`config.mk`:
```
export PLATFORM = sky130hd
export DESIGN_NAME = muldiv_unit_flat
export DESIGN_NICKNAME = d
export VERILOG_FILES = /design/src/rtl/muldiv_pkg.sv /design/src/rtl/muldiv_if.sv /design/src/rtl/muldiv_step.sv /design/src/rtl/muldiv_unit.sv /design/src/flat_wrapper.sv
export SDC_FILE = /design/constraint.sdc
export NUM_CORES = 1
export LEC_CHECK = 0
export ABC_CLOCK_PERIOD_IN_PS = 5800
export CAP_MARGIN = 20
export CORE_ASPECT_RATIO = 1.1
export CORE_MARGIN = 2
export CORE_UTILIZATION = 30
export CTS_BUF_LIST = sky130_fd_sc_hd__clkbuf_4 sky130_fd_sc_hd__clkbuf_8
export DETAILED_ROUTE_END_ITERATION = 10
export SLEW_MARGIN = 0
export SYNTH_ARGS = -nofsm -noshare
export SYNTH_HDL_FRONTEND = slang
export SYNTH_HIERARCHICAL = 1
export SYNTH_SLANG_ARGS = --single-unit
```
`constraint.sdc`:
```
create_clock -name clk_i -period 5.8 [get_ports clk_i]
set_clock_uncertainty 0.15 [all_clocks]
set_input_delay 1.16 -clock clk_i [delete_from_list [all_inputs] [get_ports clk_i]]
set_output_delay 1.16 -clock clk_i [all_outputs]
set_load 0.02 [all_outputs]
```
`src/rtl/muldiv_pkg.sv`:
```
// Shared encodings and decode helpers for the RV32M multiply/divide unit.
package muldiv_pkg;

    localparam logic [2:0] F3_MUL    = 3'b000;
    localparam logic [2:0] F3_MULH   = 3'b001;
    localparam logic [2:0] F3_MULHSU = 3'b010;
    localparam logic [2:0] F3_MULHU  = 3'b011;
    localparam logic [2:0] F3_DIV    = 3'b100;
    localparam logic [2:0] F3_DIVU   = 3'b101;
    localparam logic [2:0] F3_REM    = 3'b110;
    localparam logic [2:0] F3_REMU   = 3'b111;

    typedef enum logic [1:0] {
        S_IDLE = 2'd0,
        S_RUN  = 2'd1,
        S_FIX  = 2'd2,
        S_DONE = 2'd3
    } state_t;

    // Divide/remainder ops all have funct3[2] set.
    function automatic logic is_div(input logic [2:0] f3);
        return f3[2];
    endfunction

    // MUL keeps operands unsigned: the low half of the product is sign-agnostic.
    function automatic logic is_signed_a(input logic [2:0] f3);
        return (f3 == F3_MULH) || (f3 == F3_MULHSU) || (f3 == F3_DIV) || (f3 == F3_REM);
    endfunction

    function automatic logic is_signed_b(input logic [2:0] f3);
        return (f3 == F3_MULH) || (f3 == F3_DIV) || (f3 == F3_REM);
    endfunction

endpackage

```
`src/rtl/muldiv_if.sv`:
```
// Request/response bundle between the EX stage and the multiply/divide unit.
interface muldiv_if #(parameter int unsigned XLEN = 32);

    logic            valid_i;
    logic [2:0]      funct3_i;
    logic [XLEN-1:0] rs1_i;
    logic [XLEN-1:0] rs2_i;
    logic            flush_i;
    logic            stall_o;
    logic            done_o;
    logic [XLEN-1:0] result_o;

    modport master (
        output valid_i, funct3_i, rs1_i, rs2_i, flush_i,
        input  stall_o, done_o, result_o
    );

    modport slave (
        input  valid_i, funct3_i, rs1_i, rs2_i, flush_i,
        output stall_o, done_o, result_o
    );

endinterface

```
`src/rtl/muldiv_step.sv`:
```
// One radix-2 iteration: shift-add for multiply, restoring trial-subtract for divide.
// {hi,lo} is the running product (multiplier in lo) or {remainder, dividend/quotient}.
module muldiv_step #(
    parameter int unsigned XLEN = 32
) (
    input  logic            is_div,
    input  logic [XLEN-1:0] hi,
    input  logic [XLEN-1:0] lo,
    input  logic [XLEN-1:0] b,
    output logic [XLEN-1:0] next_hi,
    output logic [XLEN-1:0] next_lo
);

    logic [XLEN:0] sum;
    logic [XLEN:0] trial;
    logic          fits;

    // Multiply step by default; divide overrides when selected.
    always_comb begin
        sum     = {1'b0, hi} + (lo[0] ? {1'b0, b} : '0);
        trial   = {hi, lo[XLEN-1]} - {1'b0, b};
        fits    = ~trial[XLEN];
        next_hi = sum[XLEN:1];
        next_lo = {sum[0], lo[XLEN-1:1]};
        if (is_div) begin
            next_hi = fits ? trial[XLEN-1:0] : {hi[XLEN-2:0], lo[XLEN-1]};
            next_lo = {lo[XLEN-2:0], fits};
        end
    end

endmodule

```
`src/rtl/muldiv_unit.sv`:
```
// Iterative RV32M multiply/divide execute unit with pipeline stall and flush.
module muldiv_unit
    import muldiv_pkg::*;
#(
    parameter int unsigned XLEN   = 32,
    parameter int unsigned UNROLL = 1
) (
    input  logic     clk_i,
    input  logic     rst_i,
    muldiv_if.slave  bus
);

    localparam int unsigned ITER = XLEN / UNROLL;
    localparam int unsigned CW   = $clog2(ITER + 1);
    localparam logic [XLEN-1:0] MIN_NEG = {1'b1, {(XLEN-1){1'b0}}};

    state_t          state, state_n;
    logic [CW-1:0]   cnt;
    logic [2:0]      op;
    logic [XLEN-1:0] hi, lo, opb;
    logic            neg_q, neg_r;

    logic            accept, last, special, sign_a, sign_b;
    logic [XLEN-1:0] abs_a, abs_b, special_res, fix_res;
    logic [2*XLEN-1:0] prod;
    logic [UNROLL:0][XLEN-1:0] chain_hi, chain_lo;

    // Operand magnitudes and the divide cases that bypass the iterative engine.
    always_comb begin
        accept      = (state == S_IDLE) && bus.valid_i && !bus.flush_i;
        last        = (cnt == CW'(ITER - 1));
        sign_a      = is_signed_a(bus.funct3_i) & bus.rs1_i[XLEN-1];
        sign_b      = is_signed_b(bus.funct3_i) & bus.rs2_i[XLEN-1];
        abs_a       = sign_a ? -bus.rs1_i : bus.rs1_i;
        abs_b       = sign_b ? -bus.rs2_i : bus.rs2_i;
        special     = 1'b0;
        special_res = '0;
        if (is_div(bus.funct3_i)) begin
            if (bus.rs2_i == '0) begin
                special     = 1'b1;
                special_res = bus.funct3_i[1] ? bus.rs1_i : '1;
            end else if (is_signed_a(bus.funct3_i) && bus.rs1_i == MIN_NEG && bus.rs2_i == '1) begin
                special     = 1'b1;
                special_res = bus.funct3_i[1] ? '0 : bus.rs1_i;
            end
        end
    end

    // State register.
    always_ff @(posedge clk_i or posedge rst_i) begin
        if (rst_i) state <= S_IDLE;
        else       state <= state_n;
    end

    // Next-state logic; flush wins from any state.
    always_comb begin
        state_n = state;
        case (state)
            S_IDLE:  if (accept) state_n = special ? S_DONE : S_RUN;
            S_RUN:   if (last) state_n = S_FIX;
            S_FIX:   state_n = S_DONE;
            S_DONE:  state_n = S_IDLE;
            default: state_n = S_IDLE;
        endcase
        if (bus.flush_i) state_n = S_IDLE;
    end

    // Stall is combinational so the accept cycle already holds the pipeline.
    always_comb begin
        bus.stall_o = 1'b0;
        if (!rst_i && (accept || state == S_RUN || state == S_FIX)) bus.stall_o = 1'b1;
    end

    // Sign fix-up and half selection applied in FIX.
    always_comb begin
        prod    = neg_q ? -{hi, lo} : {hi, lo};
        fix_res = prod[XLEN-1:0];
        case (op)
            F3_MULH, F3_MULHSU, F3_MULHU: fix_res = prod[2*XLEN-1:XLEN];
            F3_DIV, F3_DIVU:              fix_res = neg_q ? -lo : lo;
            F3_REM, F3_REMU:              fix_res = neg_r ? -hi : hi;
            default:                      fix_res = prod[XLEN-1:0];
        endcase
    end

    assign chain_hi[0] = hi;
    assign chain_lo[0] = lo;

    // UNROLL radix-2 steps chained combinationally per cycle.
    for (genvar g = 0; g < UNROLL; g++) begin : g_step
        muldiv_step #(.XLEN(XLEN)) u_step (
            .is_div  (op[2]),
            .hi      (chain_hi[g]),
            .lo      (chain_lo[g]),
            .b       (opb),
            .next_hi (chain_hi[g+1]),
            .next_lo (chain_lo[g+1])
        );
    end

    // Operand capture, iteration and result registers.
    always_ff @(posedge clk_i or posedge rst_i) begin
        if (rst_i) begin
            cnt          <= '0;
            op           <= F3_MUL;
            hi           <= '0;
            lo           <= '0;
            opb          <= '0;
            neg_q        <= 1'b0;
            neg_r        <= 1'b0;
            bus.done_o   <= 1'b0;
            bus.result_o <= '0;
        end else begin
            bus.done_o <= 1'b0;
            case (state)
                S_IDLE: if (accept) begin
                    op    <= bus.funct3_i;
                    cnt   <= '0;
                    hi    <= '0;
                    lo    <= is_div(bus.funct3_i) ? abs_a : abs_b;
                    opb   <= is_div(bus.funct3_i) ? abs_b : abs_a;
                    neg_q <= sign_a ^ sign_b;
                    neg_r <= sign_a;
                    if (special) begin
                        bus.result_o <= special_res;
                        bus.done_o   <= 1'b1;
                    end
                end
                S_RUN: begin
                    hi  <= chain_hi[UNROLL];
                    lo  <= chain_lo[UNROLL];
                    cnt <= cnt + CW'(1);
                end
                S_FIX: if (!bus.flush_i) begin
                    bus.result_o <= fix_res;
                    bus.done_o   <= 1'b1;
                end
                default: ;
            endcase
        end
    end

endmodule
```
`src/flat_wrapper.sv`:
```
// flat-port wrapper written by rule: the top's interface ports become plain ports
module muldiv_unit_flat import muldiv_pkg::*;
#(
    parameter int unsigned XLEN   = 32,
    parameter int unsigned UNROLL = 1
)
  (clk_i, rst_i, bus_valid_i, bus_funct3_i, bus_rs1_i, bus_rs2_i, bus_flush_i, bus_stall_o, bus_done_o, bus_result_o);
  muldiv_if #(.XLEN(XLEN)) bus_i ();
  input  logic clk_i;
  input  logic rst_i;
  input wire logic [$bits(bus_i.valid_i)-1:0] bus_valid_i;
  input wire logic [$bits(bus_i.funct3_i)-1:0] bus_funct3_i;
  input wire logic [$bits(bus_i.rs1_i)-1:0] bus_rs1_i;
  input wire logic [$bits(bus_i.rs2_i)-1:0] bus_rs2_i;
  input wire logic [$bits(bus_i.flush_i)-1:0] bus_flush_i;
  output wire logic [$bits(bus_i.stall_o)-1:0] bus_stall_o;
  output wire logic [$bits(bus_i.done_o)-1:0] bus_done_o;
  output wire logic [$bits(bus_i.result_o)-1:0] bus_result_o;
  assign bus_i.valid_i = bus_valid_i;
  assign bus_i.funct3_i = bus_funct3_i;
  assign bus_i.rs1_i = bus_rs1_i;
  assign bus_i.rs2_i = bus_rs2_i;
  assign bus_i.flush_i = bus_flush_i;
  assign bus_stall_o = bus_i.stall_o;
  assign bus_done_o = bus_i.done_o;
  assign bus_result_o = bus_i.result_o;
  muldiv_unit #(.XLEN(XLEN), .UNROLL(UNROLL)) u_core (.clk_i(clk_i), .rst_i(rst_i), .bus(bus_i));
endmodule
```
==> impl_results.md <==
* Tightest Pin Transition at about 1.1 ns
* Simple-Gate Fraction of Synth Area at 0.226
* Vias at 16200
* Flop pwr share at 0.226
* Crit. End Element: flop
* Register area share after synthesis at 0.230
* Final Slew Violations at 0
* Post-CTS sizing at 0
* Initial drt markers at 1439
* DR WL/cell at around 23 um
* Post-synth net total at approximately 2200
* First-pass GRT wire length at between 90000 and 100000 um
* Synth Area in Adders at 0.0617
* PD cells at about 600 nW/um2
* Most frequent cells in the layout: nor2_1, nand2_1, a21oi_1
* RSZ-0062 raised after global routing: false
* Hold Crit Class: flop to flop
* Tcrit/Tclk final at 0.773
* Post-DRT Antenna Nets at 0
* Critical Path AT at 4.73 ns
* Die height at between 200 and 250 um
* Vias in the first global route at between 15000 and 20000
* Post-synth design cell area at roughly 15000 um2
* Post-synth ARST share at 1.00
* CTS H-Tree Depth at 4
* CTS tree: built
* Crit-path max FO at 43
* Share of layout cells above drive strength 1 at 0.0708
* Int Pwr at ~0.0047 W
* Number of flops mapped to enable cells by yosys at 0
* Synth Area in XOR/XNOR at 0.101
* Seq cells post-synth at 142
* Total grt overflow at 0
* Max Freq at 223 MHz
* Mapped Cells at 2050
* Starting Density at 0.303
* TritonCTS buffer count at 17
* Status: completed
* Setup TNS at 0 ns
* Core area at a little over 50000 um2
* Area grow syn2layout at 13.3%
* Clk pwr share at 0.087
* Final Hold Viols at 0
* Largest net degree at the start of global routing at 93
* DR pass1 iterations at 6
* Max VDD drop at 0.320 mV
* Ports at ~110
* Placed instance area at approximately 17000 um2
* Setup Buffers After CTS at 0
* DIE AREA at about 53000 um2
* Synth warnings at 6
* Net Sw Power at 0.00570 W
* Logic pwr share at 0.687
* DRC viols at 0
* CP Launch Type: flop
* Row Count at between 80 and 90
* Crit Path Class: flop to flop
* DPL Wire Length at between 40000 and 50000 um
* # diodes at 0
* GR Util All Layers at 0.232
* Mux contribution to synthesized area at 0.0542
* Clk buf depth at 2
* CTS sink cnt at between 100 and 150
* Final Critical Period at around 4.5 ns
* Sw frac at 0.547
* Top FF cell, synth: dfrtp_1
* GPL Wtd Cong at just under 1
* Drt total wl at around 63000 um
* Clock-pin slew on the worst setup and hold paths at 0.09 ns
* Worst-Skew Late Latency at 0.51 ns
* Max_cap viols at 0
* Yosys cell types at 85
* CTS root buf: clkbuf_8
* Endpoints failing setup at 0
* Die W at between 200 and 250 um
* Leakage at around 7.1 nW
* Largest family of logic cells by synthesized area: compound AO/OA/AOI/OAI gates
* Worst Path Required at between 6 and 7 ns
* Compound-cell area share of the yosys netlist at 0.276
* Rel. slew slack at 0.256
* Initial antenna violation count at 2
* Hold buffers post-CTS at 0
* Commonest non-fill, non-tap cell in the layout: nor2_1
* DR vias/cell at around 5.9
* Post-route cell area at approximately 18000 um2
* PortBufs at between 100 and 150
* # nets final at around 2200
* Synthesized area per cell at between 7 and 8 um2
-- cell type report --
cell class,instances,area [um2]
clock buffer,19,255
multi-input combinational,1712,11200
tap,667,835
fill,5344,33600
sequential,142,3560
inverter,72,275
timing repair buffer,132,1250
clock inverter,13,176
-- cells in the mapped netlist (5+ instances only) --
cell | instances | area share
nor2_1 | 202 | 0.049
nand2_1 | 183 | 0.044
a21oi_1 | 182 | 0.059
o21ai_0 | 166 | 0.054
dfrtp_1 | 142 | 0.23
xnor2_1 | 99 | 0.056
clkbuf_1 | 97 | 0.024
xor2_1 | 80 | 0.045
ha_1 | 73 | 0.059
inv_1 | 69 | 0.017
nand3_1 | 54 | 0.017
nor3_1 | 50 | 0.016
mux2i_1 | 42 | 0.027
and2_1 | 40 | 0.016
a31oi_1 | 39 | 0.016
mux2_2 | 37 | 0.027
a21o_1 | 29 | 0.014
a22o_1 | 29 | 0.016
o31ai_1 | 29 | 0.014
nand4_1 | 24 | 0.0097
nor4_1 | 23 | 0.0093
o22ai_1 | 22 | 0.0089
o211ai_1 | 21 | 0.010
o21ai_1 | 21 | 0.0068
nor2b_1 | 19 | 0.0077
o221ai_1 | 19 | 0.011
or4_1 | 19 | 0.0092
or3_1 | 16 | 0.0065
buf_2 | 15 | 0.0049
nand2b_1 | 15 | 0.0061
a211oi_1 | 14 | 0.0068
o21a_1 | 12 | 0.0058
a211o_1 | 11 | 0.0062
and3_1 | 11 | 0.0045
o22a_1 | 9 | 0.0051
buf_1 | 8 | 0.0019
o21bai_1 | 8 | 0.0039
o41ai_1 | 8 | 0.0045
or2_2 | 8 | 0.0032
a221oi_1 | 7 | 0.0040
a22oi_1 | 7 | 0.0034
or4_4 | 6 | 0.0044
and4_1 | 5 | 0.0028
nor4_2 | 5 | 0.0041
-- flip-flops by register name, indices dropped and copies added, names as in the netlist --
name,count
u_core/bus.done_o,1
u_core/bus.result_o,32
u_core/cnt,6
u_core/hi,32
u_core/lo,32
u_core/neg_q,1
u_core/neg_r,1
u_core/op,3
u_core/opb,32
u_core/state,2
-- power groups by stage --
stage | Sequential (W) | Clock, W | Combinational [W]
after global placement | 0.00234 | 0 | 0.00690
after CTS | 0.00233 | 0.000925 | 0.00701
after global routing | 0.00241 | 0.000968 | 0.00773
after detailed placement | 0.00235 | 0 | 0.00696
after floorplan | 0.00198 | 0 | 0.00508
final | 0.00236 | 0.000908 | 0.00715
-- through the flow --
step	hold WS, ns	setup slack (ns)	util	std cells	power, W
3_3_place_gp	0.338	1.13	0.334	2725	0.00924
2_1_floorplan	0.314	0.680	-	2050	0.00706
6_report	0.360	1.32	0.343	2757	0.0104
5_1_grt	0.395	1.10	0.343	2757	0.0111
3_5_place_dp	0.348	0.969	0.334	2725	0.00931
4_1_cts	0.367	1.38	0.343	2757	0.0103
-- per-layer routing --
metal  track usage  up-vias  part of all wire
met4        0.0874        0             0.038
li1              -     7569                 -
met3        0.0417      116             0.074
met5             0        -                 0
met2         0.374      748              0.46
met1         0.306     7774              0.42
-- critical path, stage by stage, from the launching register on --
cell and delay (ns):
dfrtp_1 0.61, inv_1 0.14, fa_1 0.45, nand2b_1 0.19, a21o_1 0.19, a211oi_1 0.37, a31oi_1 0.27, o21ai_1 0.22
a21oi_1 0.16, a31oi_1 0.25, xnor2_2 0.14, buf_4 0.53, mux2i_1 0.33, a21oi_1 0.10, a22o_1 0.23
-- final timing paths --
| path | startpoint | cells past startpoint | endpoint | slack [ns] |
|---|---|---|---|---|
| setup / recovery | u_core/hi[0] | 14 | u_core/hi[3] | 1.32 |
| min in group asynchronous | rst_i | 2 | u_core/bus.result_o[1] | 1.08 |
| max in group asynchronous | rst_i | 3 | u_core/hi[25] | 3.39 |
| setup reg to reg | u_core/hi[0] | 14 | u_core/hi[3] | 1.32 |
| hold / removal | u_core/opb[11] | 2 | u_core/opb[11] | 0.36 |
| hold reg to reg | u_core/opb[11] | 2 | u_core/opb[11] | 0.36 |
-- kinds of logic after synthesis --
| group | after synthesis |
|---|---|
| compound gates | 675 |
| xor+xnor | 179 |
| fa+ha+maj | 75 |
| buf+inv | 196 |
| flops | 142 |
| mux | 79 |
| simple gates | 704 |
No activity file was read; power rests on OpenSTA's default activity.
